File: src/rtl/diff_avg_pkg.sv
// rtl/diff_avg_pkg.sv - shared state encoding and width helpers for diff_avg_filter
//
// Purpose: holds the filter FSM state type and the functions that derive the
//          difference width (D_W) and running-sum width (S_W) from the
//          parameters, so the top and the bench agree on them.
// Ports:   none (package).
package diff_avg_pkg;

    typedef enum logic [1:0] {
        TAPS = 2'd0,
        WIN  = 2'd1,
        FULL = 2'd2
    } state_t;

    // Second difference of IN_W-bit samples spans at most 4x the input
    // range, so two extra bits always hold it.
    function automatic int d_width(input int in_w);
        return in_w + 2;
    endfunction

    // Sum of 2^avg_log2 differences needs avg_log2 more bits than one difference.
    function automatic int s_width(input int in_w, input int avg_log2);
        return in_w + 2 + avg_log2;
    endfunction

endpackage

File: src/rtl/avg_window_ram.sv
// rtl/avg_window_ram.sv - circular window storage with read-before-write and write forwarding
//
// Purpose: DEPTH x W storage for the averaging window. One write port, one
//          registered read port.
// Ports:   CLK            clock
//          wr_en/addr/data write request
//          rd_en/addr     read request; rd_data valid the cycle after
//          rd_data        registered read result
//
// A write is staged for one cycle before it lands in the array. A read on the
// cycle after a write to the same address is served from the staging
// register, so it returns the new value. A read and write to the same address
// on the same edge returns the previous contents.
module avg_window_ram #(
    parameter int DEPTH = 64,
    parameter int W     = 16
) (
    input  logic                     CLK,
    input  logic                     wr_en,
    input  logic [$clog2(DEPTH)-1:0] wr_addr,
    input  logic [W-1:0]             wr_data,
    input  logic                     rd_en,
    input  logic [$clog2(DEPTH)-1:0] rd_addr,
    output logic [W-1:0]             rd_data
);

    logic [W-1:0]             mem [DEPTH];
    logic                     pend;
    logic [$clog2(DEPTH)-1:0] pend_addr;
    logic [W-1:0]             pend_data;

    // Contents are deliberately not reset; the filter FSM never consumes an
    // entry it has not written since reset.
    always_ff @(posedge CLK) begin
        if (pend) begin
            mem[pend_addr] <= pend_data;
        end
        pend      <= wr_en;
        pend_addr <= wr_addr;
        pend_data <= wr_data;
        if (rd_en) begin
            rd_data <= (pend && pend_addr == rd_addr) ? pend_data : mem[rd_addr];
        end
    end

endmodule

File: src/rtl/diff_avg_filter.sv
// rtl/diff_avg_filter.sv - decimating second-difference filter with moving-average output
//
// Purpose: keeps every DECIM-th valid sample, forms d = x0 - 2*x1 + x2 and
//          either passes d through (MODE=1) or averages the last 2^AVG_LOG2
//          values of d with a running sum (MODE=0).
// Ports:   CLK        clock
//          RST        asynchronous active-low reset
//          IN         signed input sample, IN_W bits
//          IN_VALID   IN valid this cycle
//          MODE       0 = averaged, 1 = raw second difference
//          OUT        signed result, IN_W+2 bits
//          OUT_VALID  one-cycle strobe for OUT
//          PRIMED     window full, averages trustworthy
module diff_avg_filter
    import diff_avg_pkg::*;
#(
    parameter int IN_W     = 8,
    parameter int DECIM    = 64,
    parameter int AVG_LOG2 = 6
) (
    input  logic            CLK,
    input  logic            RST,
    input  logic [IN_W-1:0] IN,
    input  logic            IN_VALID,
    input  logic            MODE,
    output logic [IN_W+1:0] OUT,
    output logic            OUT_VALID,
    output logic            PRIMED
);

    localparam int D_W   = d_width(IN_W);
    localparam int S_W   = s_width(IN_W, AVG_LOG2);
    localparam int N     = 1 << AVG_LOG2;
    localparam int CNT_W = (DECIM > 1) ? $clog2(DECIM) : 1;
    localparam logic [CNT_W-1:0] CNT_LAST = CNT_W'(DECIM - 1);

    if (IN_W < 2) begin : g_chk_in_w
        $error("diff_avg_filter: IN_W must be at least 2");
    end
    if (DECIM < 1 || DECIM > 1024) begin : g_chk_decim
        $error("diff_avg_filter: DECIM must be in 1..1024");
    end
    if (AVG_LOG2 < 1 || AVG_LOG2 > 10) begin : g_chk_avg
        $error("diff_avg_filter: AVG_LOG2 must be in 1..10");
    end

    logic [CNT_W-1:0]          cnt;
    logic                      accept;
    logic signed [IN_W-1:0]    x0, x1, x2;
    logic [1:0]                tap_cnt;
    state_t                    state;
    logic                      s0_valid, s0_mode;
    logic signed [D_W-1:0]     e0, e1, e2, d_comb;
    logic signed [D_W-1:0]     d_r, old, out_r, avg;
    logic                      d_valid, d_mode;
    logic [AVG_LOG2-1:0]       rp, wp, fill_cnt;
    logic signed [S_W-1:0]     sum, sum_next, d_ext, old_ext, sub_ext;
    logic                      full_now, out_valid_r, primed_r;

    // With DECIM=1 the counter is pinned at 0 == CNT_LAST, so every valid
    // sample is accepted without a special case.
    assign accept = IN_VALID && (cnt == CNT_LAST);

    always_ff @(posedge CLK or negedge RST) begin
        if (!RST) begin
            cnt <= '0;
        end else if (IN_VALID) begin
            cnt <= (cnt == CNT_LAST) ? '0 : cnt + 1'b1;
        end
    end

    assign e0     = {{2{x0[IN_W-1]}}, x0};
    assign e1     = {{2{x1[IN_W-1]}}, x1};
    assign e2     = {{2{x2[IN_W-1]}}, x2};
    assign d_comb = e0 - (e1 <<< 1) + e2;

    assign d_ext    = {{AVG_LOG2{d_r[D_W-1]}}, d_r};
    assign old_ext  = {{AVG_LOG2{old[D_W-1]}}, old};
    assign sub_ext  = (state == FULL) ? old_ext : '0;
    assign sum_next = sum + d_ext - sub_ext;
    assign avg      = D_W'(sum_next >>> AVG_LOG2);
    // The N-th difference written in WIN already completes the window.
    assign full_now = (state == FULL) || (fill_cnt == '1);

    // The read pointer runs one stage ahead of the write pointer, so a read
    // issued alongside a write never targets the slot being written.
    avg_window_ram #(
        .DEPTH (N),
        .W     (D_W)
    ) u_window (
        .CLK     (CLK),
        .wr_en   (d_valid),
        .wr_addr (wp),
        .wr_data (d_r),
        .rd_en   (s0_valid),
        .rd_addr (rp),
        .rd_data (old)
    );

    always_ff @(posedge CLK or negedge RST) begin
        if (!RST) begin
            x0          <= '0;
            x1          <= '0;
            x2          <= '0;
            tap_cnt     <= '0;
            state       <= TAPS;
            s0_valid    <= 1'b0;
            s0_mode     <= 1'b0;
            d_r         <= '0;
            d_valid     <= 1'b0;
            d_mode      <= 1'b0;
            rp          <= '0;
            wp          <= '0;
            fill_cnt    <= '0;
            sum         <= '0;
            out_r       <= '0;
            out_valid_r <= 1'b0;
            primed_r    <= 1'b0;
        end else begin
            // Tap stage: shift on each accepted sample.
            s0_valid <= 1'b0;
            if (accept) begin
                x0      <= IN;
                x1      <= x0;
                x2      <= x1;
                s0_mode <= MODE;
                if (state == TAPS) begin
                    if (tap_cnt == 2'd2) begin
                        state    <= WIN;
                        s0_valid <= 1'b1;
                    end else begin
                        tap_cnt <= tap_cnt + 2'd1;
                    end
                end else begin
                    s0_valid <= 1'b1;
                end
            end

            // Difference stage: register d, window read issued alongside.
            d_valid <= s0_valid;
            if (s0_valid) begin
                d_r    <= d_comb;
                d_mode <= s0_mode;
                rp     <= rp + 1'b1;
            end

            // Accumulate stage: window write, running sum, state, outputs.
            out_valid_r <= 1'b0;
            if (d_valid) begin
                wp  <= wp + 1'b1;
                sum <= sum_next;
                if (state == WIN) begin
                    fill_cnt <= fill_cnt + 1'b1;
                    if (fill_cnt == '1) begin
                        state    <= FULL;
                        primed_r <= 1'b1;
                    end
                end
                if (d_mode) begin
                    out_valid_r <= 1'b1;
                    out_r       <= d_r;
                end else if (full_now) begin
                    out_valid_r <= 1'b1;
                    out_r       <= avg;
                end
            end
        end
    end

    assign OUT       = out_r;
    assign OUT_VALID = out_valid_r;
    assign PRIMED    = primed_r;

endmodule
File: config.mk
export PLATFORM = sky130hd
export DESIGN_NAME = diff_avg_filter
export DESIGN_NICKNAME = d
export VERILOG_FILES = /design/src/rtl/diff_avg_pkg.sv /design/src/rtl/avg_window_ram.sv /design/src/rtl/diff_avg_filter.sv
export SDC_FILE = /design/constraint.sdc
export NUM_CORES = 1
export LEC_CHECK = 0
export ABC_AREA = 1
export CAP_MARGIN = 20
export CELL_PAD_IN_SITES_DETAIL_PLACEMENT = 1
export CELL_PAD_IN_SITES_GLOBAL_PLACEMENT = 2
export CORE_MARGIN = 2
export CORE_UTILIZATION = 30
export CTS_BUF_LIST = sky130_fd_sc_hd__clkbuf_16
export CTS_CLUSTER_SIZE = 16
export DETAILED_ROUTE_END_ITERATION = 10
export HOLD_SLACK_MARGIN = 0.15
export PLACE_DENSITY = 0.74
export SYNTH_ARGS = -nofsm -noshare
export SYNTH_HDL_FRONTEND = slang
export SYNTH_SLANG_ARGS = --single-unit
export TNS_END_PERCENT = 20
File: constraint.sdc
create_clock -name CLK -period 2.6 [get_ports CLK]
set_input_delay 0.52 -clock CLK [delete_from_list [all_inputs] [get_ports CLK]]
set_output_delay 0.52 -clock CLK [all_outputs]
set_load 0.005 [all_outputs]
==> run metrics <==
status finished, violations left; failing checks setup timing; arrival time worst endpoint 3210 ps; Distinct cells, synth 33; LEAKAGE 16.5 nW; Seq/Total Area, Yosys 66.6%; drt pass-1 iters 6; FF-to-FF setup slack -30 ps; remaining antenna violation count after routing 0; share of layout cells above drive strength 1 13.2%; CTS tree built; wire length per cell 19.2 um; max_slew headroom 30.4%; Post-Syn Nets 3,295; clock skew 29.6 ps; Synth Warn # 0; area growth from synthesis to layout 20.4%; DR DRC count 0; H-Tree Level Count 3; WL final 95.6 mm; IO Pins 24; fin util 36.3%; Avg Inst Size Synth 10.3 um2; PnR worst setup slack -33.1 ps; Final Cell Area 40,200 um2; max-cap violations 0; final setup violation count 10; hold crit path type flip-flop to flip-flop; largest net degree at the start of global routing 116; Setup TNS -149 ps; Port Buffer Count 23; CP Class flip-flop to flip-flop; Pwr per Cell Area 1130 nW/um2; Hold Path Sink u_window.pend_addr[5]; gpl congestion 0.813; path depth of the worst reg2reg path 16; root buffer cell clkbuf_16; grt ovf 0; number of synthesized flops with an enable pin 650; Final HPWL DP 60.8 mm; worst reg2reg path endpoint OUT[5]; area share of the leading cell type in the synthesized netlist 58.5%; Least-Margin Pin Slew 1040 ps; worst vdd ir 0.000761 V; register bit total from synthesis 761; die height 337 um; ranking of synthesized cells by area edfxtp_1 (59%), nand2_1 (12%), dfrtp_1 (7.1%); Die ar. 114,000 um2; most used cell, CP nor2_4; via/cell ratio 4.66; clk_lat worst skew 660 ps; cell taking the most area after synthesis edfxtp_1; dpl ws -254 ps; ant diodes 0; Post-Syn Area 33,300 um2; placed insts 4,801; CTS Sinks 761; Tot GR Track Use 17.0%; max incr delay on CP 510 ps; FFs w/ async S/R, synth 12.4%; via count 23,200; DRT iter0 DRCs 1,300; total CTS buffers 86; r2r startpoint state[1]; critical path fanouts, max 7; fmax 380 MHz; Top FF cell, synth edfxtp_1; final hold slack 392 ps; Core Rows 122; top cells by count, synth nand2_1 (1,023), edfxtp_1 (650), nand3_1 (392); Core ar. 111,000 um2; Hold Fails Final Rpt 0; global-route wire length before repair 147 mm; initial antenna violation count 0; clock slew at reported path FFs 60 ps; Bufs and invs on worst path 4; crit end category flip-flop; Final Cycle Share 101%; Synth Instances 3,229; CP max stage cell fa_1; Top delay family on crit path simple AND/OR/NAND/NOR gates; unrepaired setup endpoints after global routing true; Final Slew Violations 0; number of global-route vias before repair 24,200; crit path time final 2630 ps; min-delay src wp[5]; Hold Path Depth 0; CP required 3180 ps; placed cell area 36,900 um2; startpoint types flip-flop; fin nets 3,478; Starting Density 30.2%; Finished Layout Cells 4,971; die width 337 um; PnR Total Power 45.3 mW; count leader, synth nand2_1; clock buffer depth 3; crit path cell chain inv_2 > nor2_4 > clkinv_4 > buf_12 > nor2_4 > fa_1 > inv_2 > ha_4 > nand2_1 > nor2_1 > nor2_4 > nand2_4 > nand2_1 > nand3_1 > nand3_1 > a21oi_2
cells in the final DEF, fill, tap and decap left out, types with 9 or more instances in the layout:
cell type / Yosys / routed
o211ai_1: 30 / 30
clkinv_1: 5 / 26
inv_1: 375 / 383
buf_12: 0 / 35
fa_1: 23 / 21
nor2_4: 0 / 10
nand4_1: 14 / 14
dfrtp_1: 94 / 92
nand2_1: 1023 / 1009
buf_4: 8 / 187
clkdlybuf4s50_1: 0 / 22
ha_4: 0 / 12
dfxtp_2: 0 / 10
nor2_2: 0 / 9
xor2_1: 20 / 19
edfxtp_1: 650 / 650
xnor2_1: 13 / 11
a21oi_1: 70 / 55
clkinv_2: 0 / 12
inv_2: 4 / 15
nand3_1: 392 / 385
ha_1: 31 / 18
and3_1: 9 / 9
o21ai_0: 77 / 69
nor4_2: 1 / 9
a21oi_2: 0 / 11
nand2_2: 0 / 13
clkbuf_16: 0 / 89
nor2_1: 200 / 181
sequential cells by signal, summed over array words and instances (netlist names), 2 cells and up:
register	cells
d_r	10
wp	6
x2	8
x0	8
u_window.pend_addr	6
u_window.mem	640
fill_cnt	6
u_window.pend_data	10
state	2
u_window.rd_data	10
tap_cnt	2
x1	8
OUT	10
cnt	6
rp	6
sum	16
how the worst max path moves through the flow:
stage | start | endpoint | cells after the start
after floorplan | state[0] | OUT[6] | 18
after global placement | state[0] | OUT[8] | 15
after detailed placement | state[0] | sum[15] | 15
after CTS | state[1] | sum[15] | 18
after global routing | state[0] | OUT[3] | 16
final | state[1] | OUT[5] | 16
repair_timing:
| action | 4_1_cts | 5_1_grt |
|---|---|---|
| endpoints found under the setup margin | 21 | 22 |
| pin swaps | 26 | 21 |
| endpoints found under the hold margin | 42 | 0 |
| hold buffers | 1 | 0 |
| buffers inserted | 8 | 2 |
| resized for setup | 87 | 32 |
logic make-up (layout without fill, tap and decap cells):
group                      count (synthesis)  count (layout)  share of synthesized area [%]
and+or+nand+nor                         1654            1654                           20.4
DFF                                      761             761                           66.6
buffers and inverters                    536             790                           6.39
AOI/OAI and AO/OA                        190             190                           3.17
adders and majority gates                 54              54                           2.54
xor gates and xnor gates                  33              33                          0.867
muxes                                      1               1                         0.0338
cell type report:
type,count,area (um2)
Fill cell,12300,70400
Clock inverter,70,500
Timing Repair Buffer,247,2360
Clock buffer,89,2230
Sequential cell,761,22200
Multi-Input combinational cell,1932,9520
Inverter,384,1460
Tap cell,1488,1860
worst reg2reg max path, cell delays in order, from the launching register on:
cell	delay [ps]
dfrtp_1	390
inv_2	90
nor2_4	50
clkinv_4	70
buf_12	140
nor2_4	50
fa_1	520
inv_2	50
ha_4	290
nand2_1	130
nor2_1	210
nor2_4	50
nand2_4	90
nand2_1	90
nand3_1	100
nand3_1	100
a21oi_2	150
power breakdown:
part	leakage (nW)	internal, mW	total, mW	switching, mW
Clock	1.41	6.87	11.9	4.99
Sequential	7.29	15.1	16.1	1.03
Combinational	7.76	6.51	17.3	10.8
Total	16.5	28.5	45.3	16.8
routing by layer:
layer	up-vias	routed length, um	track usage [%]	part of all wire, %
met5	-	0	0	0
met4	0	2230	4.91	2.3
met3	126	3900	2.44	4.1
met2	366	45800	28.7	48
met1	11700	43600	22.8	46
li1	11000	-	-	-
No activity file was read; power rests on OpenSTA's default activity.
